## src/rtl/fp_min_acc_pkg.sv

```systemverilog
// fp_min_acc_pkg -- shared definitions for the FP running-minimum accumulator.
//   state_e     : accumulator FSM encoding (IDLE / ACC / DONE)
//   FP_MAXW     : widest FP format the compare helper accepts
//   fp_lt()     : sign-magnitude "a < b" for IEEE-style FP words
//   fp_exp_w()  : exponent field width for a given FP data width
package fp_min_acc_pkg;

   typedef enum logic [1:0] {
      ST_IDLE = 2'd0,
      ST_ACC  = 2'd1,
      ST_DONE = 2'd2
   } state_e;

   localparam int FP_MAXW = 64;

   // Magnitudes are passed zero-extended so one function serves every DW.
   // Both zeros compare equal regardless of sign; otherwise a negative value
   // is below any positive one, and among negatives the larger magnitude wins.
   function automatic logic fp_lt(input logic               sa,
                                  input logic [FP_MAXW-2:0] ma,
                                  input logic               sb,
                                  input logic [FP_MAXW-2:0] mb);
      logic r;
      r = 1'b0;
      if ((ma == '0) && (mb == '0))
         r = 1'b0;
      else if (sa != sb)
         r = sa;
      else if (!sa)
         r = (ma < mb);
      else
         r = (ma > mb);
      return r;
   endfunction

   function automatic int fp_exp_w(input int dw);
      int w;
      w = 8;
      if (dw == 64)
         w = 11;
      else if (dw == 16)
         w = 5;
      return w;
   endfunction

endpackage

```

## src/rtl/fp_min_acc_if.sv

```systemverilog
// fp_min_acc_if -- bus between the upstream min tree / system and fp_min_acc.
//   ena      : global advance enable (also clocks the upstream tree)
//   in_vld   : candidate batch presented to the tree inputs this cycle
//   in_last  : final batch of the query, qualified by in_vld
//   mi / md  : tree output index / minimum (LAT cycles behind in_vld)
//   hold     : out_vld & ~out_rdy; the system drops ena while it is high
//   out_vld / out_rdy / out_idx / out_dat : result handshake
// master = system/tree side, slave = accumulator side.
interface fp_min_acc_if #(
   parameter int DW = 32,
   parameter int IW = 3,
   parameter int BW = 8
);
   logic             ena;
   logic             in_vld;
   logic             in_last;
   logic [IW-1:0]    mi;
   logic [DW-1:0]    md;
   logic             hold;
   logic             out_vld;
   logic             out_rdy;
   logic [BW+IW-1:0] out_idx;
   logic [DW-1:0]    out_dat;

   modport master (
      output ena, in_vld, in_last, mi, md, out_rdy,
      input  hold, out_vld, out_idx, out_dat
   );

   modport slave (
      input  ena, in_vld, in_last, mi, md, out_rdy,
      output hold, out_vld, out_idx, out_dat
   );
endinterface

```

## src/rtl/fp_tag_dly.sv

```systemverilog
// fp_tag_dly -- enable-gated tag delay line, DEPTH stages of WIDTH bits.
//   clk, rst : clock, asynchronous active-low reset (clears every stage)
//   en       : advance; all stages hold when low
//   d / q    : tag in / tag out DEPTH enabled cycles later
// Used to line up per-batch tags with the output of a pipelined tree that
// advances on the same enable. DEPTH must be at least 1.
module fp_tag_dly #(
   parameter int DEPTH = 3,
   parameter int WIDTH = 2
) (
   input  logic             clk,
   input  logic             rst,
   input  logic             en,
   input  logic [WIDTH-1:0] d,
   output logic [WIDTH-1:0] q
);

   logic [DEPTH-1:0][WIDTH-1:0] pipe_q;

   always_ff @(posedge clk or negedge rst) begin
      if (!rst) begin
         pipe_q <= '0;
      end else if (en) begin
         pipe_q[0] <= d;
         for (int i = 1; i < DEPTH; i++)
            pipe_q[i] <= pipe_q[i-1];
      end
   end

   assign q = pipe_q[DEPTH-1];

endmodule

```

## src/rtl/fp_min_acc.sv

```systemverilog
// fp_min_acc -- accumulates the global minimum (and its index) of a query
// made of several batches reduced by an upstream min tree of latency IW.
//   clk  : clock, rising edge
//   rst  : asynchronous reset, active low
//   bus  : fp_min_acc_if.slave (ena, in_vld, in_last, mi, md, hold,
//          out_vld, out_rdy, out_idx = {batch, mi}, out_dat)
// Optional build macro FP_MIN_ACC_NAN_SKIP_EN: NaN candidates never win and
// an all-NaN query reports the canonical quiet NaN.
module fp_min_acc
   import fp_min_acc_pkg::*;
#(
   parameter int DW = 32,
   parameter int IW = 3,
   parameter int BW = 8
) (
   input  logic clk,
   input  logic rst,
   fp_min_acc_if.slave bus
);

   localparam int LAT = IW;

   state_e              state_q, state_d;
   logic [BW-1:0]       batch_q, batch_d;
   logic [BW+IW-1:0]    idx_q, idx_d;
   logic [DW-1:0]       dat_q, dat_d;

   logic                a_vld, a_last, beat;
   logic                lt, win;
   logic [DW-1:0]       ld_dat;
   logic [FP_MAXW-2:0]  md_mag, best_mag;

   // Tags ride alongside the tree so they emerge together with mi/md.
   fp_tag_dly #(
      .DEPTH (LAT),
      .WIDTH (2)
   ) u_tag_dly (
      .clk (clk),
      .rst (rst),
      .en  (bus.ena),
      .d   ({bus.in_vld, bus.in_last}),
      .q   ({a_vld, a_last})
   );

   assign beat = a_vld & bus.ena;

   always_comb begin
      md_mag              = '0;
      md_mag[DW-2:0]      = bus.md[DW-2:0];
      best_mag            = '0;
      best_mag[DW-2:0]    = dat_q[DW-2:0];
      lt = fp_lt(bus.md[DW-1], md_mag, dat_q[DW-1], best_mag);
   end

`ifdef FP_MIN_ACC_NAN_SKIP_EN
   localparam int EW = fp_exp_w(DW);
   localparam int MW = DW - 1 - EW;
   localparam logic [DW-1:0] QNAN = {1'b0, {EW{1'b1}}, 1'b1, {(MW-1){1'b0}}};

   logic md_nan;
   logic nan_q, nan_d;

   assign md_nan = (&bus.md[DW-2 -: EW]) & (|bus.md[MW-1:0]);
   // A stored NaN loses to any real number; a NaN candidate never wins.
   assign win    = ~md_nan & (nan_q | lt);
   assign ld_dat = md_nan ? QNAN : bus.md;

   always_ff @(posedge clk or negedge rst) begin
      if (!rst)
         nan_q <= 1'b0;
      else
         nan_q <= nan_d;
   end

   always_comb begin
      nan_d = nan_q;
      if (beat) begin
         if (state_q == ST_IDLE)
            nan_d = md_nan;
         else if ((state_q == ST_ACC) && win)
            nan_d = 1'b0;
      end
   end
`else
   // Raw sign-magnitude ordering; NaN bit patterns sort like any other.
   assign win    = lt;
   assign ld_dat = bus.md;
`endif

   always_ff @(posedge clk or negedge rst) begin
      if (!rst) begin
         state_q <= ST_IDLE;
         batch_q <= '0;
         idx_q   <= '0;
         dat_q   <= '0;
      end else begin
         state_q <= state_d;
         batch_q <= batch_d;
         idx_q   <= idx_d;
         dat_q   <= dat_d;
      end
   end

   always_comb begin
      state_d = state_q;
      batch_d = batch_q;
      idx_d   = idx_q;
      dat_d   = dat_q;
      case (state_q)
         ST_IDLE: begin
            if (beat) begin
               state_d = a_last ? ST_DONE : ST_ACC;
               batch_d = '0;
               idx_d   = {{BW{1'b0}}, bus.mi};
               dat_d   = ld_dat;
            end
         end
         ST_ACC: begin
            if (beat) begin
               // Counter wraps silently; ties keep the earlier index.
               batch_d = batch_q + 1'b1;
               if (win) begin
                  idx_d = {batch_d, bus.mi};
                  dat_d = bus.md;
               end
               if (a_last)
                  state_d = ST_DONE;
            end
         end
         ST_DONE: begin
            // Handshake completes independent of ena; stray beats are dropped.
            if (bus.out_rdy)
               state_d = ST_IDLE;
         end
         default: state_d = ST_IDLE;
      endcase
   end

   assign bus.out_vld = (state_q == ST_DONE);
   assign bus.out_idx = idx_q;
   assign bus.out_dat = dat_q;
   assign bus.hold    = bus.out_vld & ~bus.out_rdy;

endmodule
```

## src/flat_wrapper.sv

```systemverilog
// flat-port wrapper written by rule: the top's interface ports become plain ports
module fp_min_acc_flat import fp_min_acc_pkg::*;
#(
   parameter int DW = 32,
   parameter int IW = 3,
   parameter int BW = 8
)
  (clk, rst, bus_ena, bus_in_vld, bus_in_last, bus_mi, bus_md, bus_out_rdy, bus_hold, bus_out_vld, bus_out_idx, bus_out_dat);
  fp_min_acc_if #(.DW(DW), .IW(IW), .BW(BW)) bus_i ();
  input  logic clk;
  input  logic rst;
  input wire logic [$bits(bus_i.ena)-1:0] bus_ena;
  input wire logic [$bits(bus_i.in_vld)-1:0] bus_in_vld;
  input wire logic [$bits(bus_i.in_last)-1:0] bus_in_last;
  input wire logic [$bits(bus_i.mi)-1:0] bus_mi;
  input wire logic [$bits(bus_i.md)-1:0] bus_md;
  input wire logic [$bits(bus_i.out_rdy)-1:0] bus_out_rdy;
  output wire logic [$bits(bus_i.hold)-1:0] bus_hold;
  output wire logic [$bits(bus_i.out_vld)-1:0] bus_out_vld;
  output wire logic [$bits(bus_i.out_idx)-1:0] bus_out_idx;
  output wire logic [$bits(bus_i.out_dat)-1:0] bus_out_dat;
  assign bus_i.ena = bus_ena;
  assign bus_i.in_vld = bus_in_vld;
  assign bus_i.in_last = bus_in_last;
  assign bus_i.mi = bus_mi;
  assign bus_i.md = bus_md;
  assign bus_i.out_rdy = bus_out_rdy;
  assign bus_hold = bus_i.hold;
  assign bus_out_vld = bus_i.out_vld;
  assign bus_out_idx = bus_i.out_idx;
  assign bus_out_dat = bus_i.out_dat;
  fp_min_acc #(.DW(DW), .IW(IW), .BW(BW)) u_core (.clk(clk), .rst(rst), .bus(bus_i));
endmodule
```

## config.mk

```make
export PLATFORM = sky130hd
export DESIGN_NAME = fp_min_acc_flat
export DESIGN_NICKNAME = d
export VERILOG_FILES = /design/src/rtl/fp_min_acc_pkg.sv /design/src/rtl/fp_min_acc_if.sv /design/src/rtl/fp_tag_dly.sv /design/src/rtl/fp_min_acc.sv /design/src/flat_wrapper.sv
export SDC_FILE = /design/constraint.sdc
export NUM_CORES = 1
export LEC_CHECK = 0
export ABC_AREA = 1
export CORE_MARGIN = 4
export CORE_UTILIZATION = 40
export CTS_BUF_LIST = sky130_fd_sc_hd__clkbuf_4 sky130_fd_sc_hd__clkbuf_8 sky130_fd_sc_hd__clkbuf_16
export DETAILED_ROUTE_END_ITERATION = 7
export HOLD_SLACK_MARGIN = 0.06
export PLACE_DENSITY = 0.67
export SKIP_CTS_REPAIR_TIMING = 1
export SLEW_MARGIN = 10
export SYNTH_ARGS = -nofsm -noshare
export SYNTH_HDL_FRONTEND = slang
export SYNTH_SLANG_ARGS = --single-unit
export TNS_END_PERCENT = 10
```

## constraint.sdc

```tcl
create_clock -name clk -period 3.05 [get_ports clk]
set_input_delay 0.305 -clock clk [delete_from_list [all_inputs] [get_ports clk]]
set_output_delay 0.305 -clock clk [all_outputs]
set_load 0.05 [all_outputs]
```

==> results of run 1 <==
[flip-flops by register name, indices dropped and copies added (netlist names)]
signal	count
u_core.bus.out_dat	32
u_core.bus.out_idx	11
u_core.batch_q	8
u_core.u_tag_dly.pipe_q	4
u_core.state_q	2
u_core.u_tag_dly.q	2
[layer usage]
metal / GRT usage, % / part of all wire, % / vias to the layer above
li1: - / - / 1703
met3: 3.112 / 4.6 / 9
met1: 22.99 / 45 / 1493
met2: 29.15 / 49 / 62
met5: 0 / 0 / -
met4: 5.449 / 1.0 / 0
[synth_stat cells (all sizes together)]
| master | count |
|---|---|
| nand2 | 171 |
| dfrtp | 59 |
| inv | 58 |
| nand3 | 48 |
| nor2 | 44 |
| ha | 32 |
| a21oi | 16 |
| nand4 | 12 |
| o21ai | 9 |
| buf | 8 |
| clkbuf | 6 |
| nor3 | 6 |
| nor3b | 4 |
| a21o | 2 |
| mux2 | 2 |
| and3 | 1 |
| clkinv | 1 |
| o31ai | 1 |
[kinds of logic after synthesis]
logic type,count (synthesis),synth area share [%]
adders and majority gates,32,11.19
DFF,59,41.27
AOI/OAI and AO/OA,28,4.127
and+or+nand+nor,286,33.86
muxes,2,0.6295
buffers and inverters,73,8.919
[report_power, final]
| group | switching [W] | internal, W |
|---|---|---|
| combinational | 0.00189 | 0.000908 |
| sequential | 0.000216 | 0.00105 |
| clock | 0.000325 | 0.000442 |
| total | 0.00243 | 0.00240 |
[final cells by class]
class	count	area (um2)	area share [%]
Tap cell	108	135.1	2.861
Multi-Input combinational cell	348	1782	37.72
Inverter	59	221.5	4.689
Sequential cell	59	1476	31.26
Clock inverter	4	47.55	1.007
Clock buffer	12	165.2	3.497
Timing Repair Buffer	90	895.9	18.97
[stage by stage]
stage	std cells	hold WS (ns)	total power, W	setup slack [ns]
floorplan	480	0.009409	0.003256	0.7586
global placement	664	0.4307	0.004040	0.2446
detailed placement	664	0.4350	0.004097	0.2125
CTS	680	0.06314	0.004878	0.5341
global route	680	0.1024	0.005189	0.1905
finish	680	0.04517	0.004828	0.5685
[path summary, 6_finish.rpt]
check,to,cells past startpoint
worst max-delay path,u_core.bus.out_dat[3],14
worst min register to register,u_core.bus.out_idx[3],2
worst max register to register,u_core.bus.out_dat[3],14
max in group asynchronous,u_core.bus.out_dat[24],2
worst min-delay path,u_core.u_tag_dly.pipe_q[1],1
min in group clk,u_core.bus.out_idx[3],2
[critical path, cell delays in order, from the launching register on]
cell     delay (ns)
dfrtp_1        0.43
inv_1          0.06
ha_1           0.30
a21oi_1        0.16
nand2_1        0.07
nand2_1        0.06
nand2_1        0.05
a21oi_1        0.15
nand2_1        0.09
a21oi_1        0.13
nand2_1        0.10
nand2_4        0.22
nand2_4        0.33
nand2_1        0.14
nand2_1        0.06
==> impl_metrics.env, run 1 <==
export IMPL_rsz0062_at_grt="false"
export IMPL_hold_path_class="input pin to asynchronous set/reset pin"
export IMPL_vias_per_cell=4.804
export IMPL_clock_sinks=59
export IMPL_ys_seq_area_share_pct=41.27
export IMPL_layout_drive_gt1_share_pct=5.070
export IMPL_critical_path_class="flop to flop"
export IMPL_finalSetupViolCount=0
export IMPL_stdcell_area_um2=4723
export IMPL_start_util_pct=41.02
export IMPL_placed_cell_area_um2=4511
export IMPL_vdd_drop_max_mv=0.4614
export IMPL_ant_nets=0
export IMPL_synth_top_area_share_pct=41.27
export IMPL_r2r_slack_ns=0.57
export IMPL_io_buffers=85
export IMPL_grt_pass1_wl_mm=14.44
export IMPL_mappedNetlistArea_um2=3577
export IMPL_hpwl_mm=6.679
export IMPL_p_leak_nw=2.401
export IMPL_finish_utilization_pct=54.16
export IMPL_htree_num_levels=3
export IMPL_diodes=0
export IMPL_grt_max_degree=44
export IMPL_synth_cell_types=21
export IMPL_antenna_found_initial=0
export IMPL_drv_slew=0
export IMPL_totalWireLength_mm=8.835
export IMPL_numCtsBuffers=9
export IMPL_arrival_ns=2.70
export IMPL_synth_area_per_cell_um2=7.452
export IMPL_finalWeightedCongestion=0.8126
export IMPL_cts_tree="done"
export IMPL_synth_nets=553
export IMPL_synth_largest_area_cell="dfrtp_1"
export IMPL_synth_warnings=0
export IMPL_track_usage_pct=17.43
export IMPL_clockBufferDepth=2
export IMPL_row_count=34
export IMPL_fin_crit_sh_pct=81.36
export IMPL_num_vias=3267
export IMPL_final_cell_mix="169 x nand2_1, 84 x clkdlybuf4s50_1, 59 x dfrtp_1, 58 x inv_1, 48 x nand3_1"
export IMPL_dieArea_um2=10520
export IMPL_layout_commonest_cell="nand2_1"
export IMPL_cp_end_kind="flop"
export IMPL_fill_cells=837
export IMPL_drc_errors=0
export IMPL_coreArea_um2=8721
export IMPL_cts_root_buf="clkbuf_8"
export IMPL_max_freq_ghz=0.4030
export IMPL_maxCapViolCount=0
export IMPL_tns_ns=0
export IMPL_cp_start_kind="flop"
export IMPL_clkTransAtPathRegs_ns=0.07
export IMPL_first_iter_violations=142
export IMPL_drt_pass1_iter_count=4
export IMPL_worst_pin_slew_ns=0.8025
export IMPL_power_density_nw_per_um2=1022
export IMPL_wire_per_inst_um=12.99
export IMPL_syn2layout_area_growth_pct=32.04
export IMPL_startpoint="u_core.bus.out_dat[18]"
export IMPL_pin_count=86
export IMPL_layout_min_cycle_time_ns=2.482
export IMPL_skew_ns=0.008316
export IMPL_grt_overflow_total=0
export IMPL_hold_viol=0
export IMPL_die_y_um=102.6
export IMPL_slew_headroom_pct=46.50
export IMPL_first_global_vias=3103
export IMPL_outcome="finished, final reports clean"
export IMPL_rr_startpoint="u_core.bus.out_dat[18]"
export IMPL_clk_latency_ns=0.34
export IMPL_nets=640
export IMPL_syn_inst=480
export IMPL_cp_max_fo=43
export IMPL_synth_seq_cells=59
export IMPL_die_width_um=102.6
export IMPL_netlist_top_cells_area="dfrtp_1 41%, nand2_1 18%, ha_1 11%, nand3_1 6.7%, inv_1 6.1%"
export IMPL_crit_required_ns=3.27
(Power assumes the default switching activity.)
==> run 2: changes to the inputs <==
==> constraint.sdc (replaced) <==
create_clock -name clk -period 2.3 [get_ports clk]
set_input_delay 0.23 -clock clk [delete_from_list [all_inputs] [get_ports clk]]
set_output_delay 0.23 -clock clk [all_outputs]
set_load 0.05 [all_outputs]
==> run 2 against run 1 <==
Against the previous run: global-route usage rose by 2.2 points; flip-flop and latch count did not move; final area up 14%; wire length increased by 16%; clock skew increased by 0.0013 ns; hold slack improved by 0.40 ns; sequential power is 31% higher; power grew 53%; clock-buffer cell count fell by 1; via count grew 10%; critical endpoint is now u_core.bus.out_dat[0]; largest cell class unchanged.
==> impl_metrics.env, run 2 (synthesis gave the netlist of run 1 again) <==
export IMPL_largest_reg_flops=32
export IMPL_power_density_nw_per_um2=1365
export IMPL_outcome="finished, final reports clean"
export IMPL_cp_end_kind="flop"
export IMPL_drc_errors=0
export IMPL_dieArea_um2=10520
export IMPL_clock_sinks=59
export IMPL_cts_tree="done"
export IMPL_numCtsBuffers=9
export IMPL_finalWeightedCongestion=0.8280
export IMPL_grt_overflow_total=0
export IMPL_drt_pass1_iter_count=4
export IMPL_diodes=0
export IMPL_maxCapViolCount=0
export IMPL_pin_count=86
export IMPL_cp_max_fo=12
export IMPL_switching_share_pct=47.82
export IMPL_max_freq_ghz=0.4518
export IMPL_num_vias=3606
export IMPL_drv_slew=0
export IMPL_worst_pin_slew_ns=0.7197
export IMPL_wire_per_inst_um=13.78
export IMPL_die_y_um=102.6
export IMPL_p_leak_nw=2.753
export IMPL_slew_headroom_pct=52.02
export IMPL_syn2layout_area_growth_pct=51.17
export IMPL_finalSetupViolCount=0
export IMPL_clkPwrFrac_pct=15.2
export IMPL_start_util_pct=41.02
export IMPL_comb_power_share_pct=62.2
export IMPL_track_usage_pct=19.63
export IMPL_grt_pass1_wl_mm=16.30
export IMPL_first_global_vias=3593
export IMPL_fin_crit_sh_pct=96.24
export IMPL_regArea_um2=1476
export IMPL_finish_utilization_pct=62.01
export IMPL_clockBufferDepth=2
export IMPL_vias_per_cell=4.866
export IMPL_tns_ns=0
export IMPL_multi_input_area_um2=1882
export IMPL_skew_ns=0.009598
export IMPL_hold_path_class="input pin to flop"
export IMPL_p_seq_share_pct=22.6
export IMPL_critical_path_class="flop to flop"
export IMPL_fill_cells=734
export IMPL_antenna_found_initial=0
export IMPL_clk_latency_ns=0.35
export IMPL_final_cell_mix="164 x nand2_1, 83 x clkdlybuf4s50_1, 59 x dfrtp_1, 58 x buf_4, 54 x inv_1"
export IMPL_cp_start_kind="flop"
export IMPL_vdd_drop_max_mv=0.5092
export IMPL_hold_viol=0
export IMPL_layout_commonest_cell="nand2_1"
export IMPL_layout_min_cycle_time_ns=2.213
export IMPL_io_buffers=85
export IMPL_ant_nets=0
export IMPL_nets=701
export IMPL_row_count=34
export IMPL_first_iter_violations=209
export IMPL_totalWireLength_mm=10.21
export IMPL_htree_num_levels=3
export IMPL_cts_root_buf="clkbuf_8"
export IMPL_layout_drive_gt1_share_pct=17.38
export IMPL_switchingPower_w=0.003530
export IMPL_grt_max_degree=33
export IMPL_p_int_w=0.003853
export IMPL_arrival_ns=2.44
export IMPL_die_width_um=102.6
export IMPL_crit_required_ns=2.53
export IMPL_clkTransAtPathRegs_ns=0.08
export IMPL_coreArea_um2=8721
export IMPL_hpwl_mm=7.202
run 2: layer usage:
layer | vias up | track usage (%) | routed length [um]
li1 | 1831 | - | -
met1 | 1669 | 24.52 | 4413
met2 | 95 | 33.91 | 5113
met3 | 11 | 5.548 | 536
met4 | 0 | 4.238 | 144
met5 | - | 0 | 0
run 2: area by class of cell:
class | instances | share of cell area, %
flip-flops and latches | 59 | 27.30
well taps | 108 | 2.499
repair buffers | 151 | 26.93
clock buffers | 11 | 2.800
multi-input cells | 348 | 34.80
clock inverters | 5 | 1.573
inverters | 59 | 4.095
run 2: worst paths after layout:
path | end | from | cells after the start | slack (ns)
max in group asynchronous | u_core.bus.out_idx[1] | rst | 3 | 1.20
max | u_core.bus.out_dat[0] | u_core.bus.out_dat[16] | 17 | 0.09
min reg2reg | u_core.bus.out_idx[4] | u_core.bus.out_idx[4] | 2 | 0.48
min in group asynchronous | u_core.bus.out_dat[31] | rst | 2 | 0.47
min | u_core.bus.out_idx[2] | bus_mi[2] | 3 | 0.45
max reg2reg | u_core.bus.out_dat[0] | u_core.bus.out_dat[16] | 17 | 0.09
run 2: power groups by stage:
stage	sequential [W]	combinational, W	clock, W
final	0.00167	0.00459	0.00112
after global routing	0.00171	0.00501	0.00120
after CTS	0.00168	0.00402	0.00115
after detailed placement	0.00169	0.00401	0
after global placement	0.00169	0.00393	0
after floorplan	0.00273	0.00159	0
run 2: worst max-delay path, cell delays in order, from the launching register on:
cell       delay (ns)
dfrtp_1          0.38
inv_1            0.08
ha_1             0.31
nand2_1          0.08
nand2_1          0.04
nand2_1          0.05
nand2_1          0.05
nand2_1          0.06
nand2_1          0.06
a21oi_2          0.14
nand2_2          0.08
a21oi_2          0.15
nand2_2          0.08
nand2_4          0.13
nand2_8          0.10
clkbuf_16        0.21
nand2_1          0.06
nand2_1          0.05
run 2: through the flow:
stage | instances | hold slack, ns | power [W] | area [um2] | worst slack, ns
2_1_floorplan | 480 | -0.06559 | 0.004318 | 3577 | 0.008569
3_3_place_gp | 701 | 0.3126 | 0.005614 | 4836 | -0.09374
3_5_place_dp | 701 | 0.3263 | 0.005697 | 4836 | -0.1691
4_1_cts | 717 | -0.05846 | 0.006849 | 5072 | 0.08634
5_1_grt | 741 | 0.4588 | 0.007918 | 5408 | -0.06408
6_report | 741 | 0.4474 | 0.007383 | 5408 | 0.08652
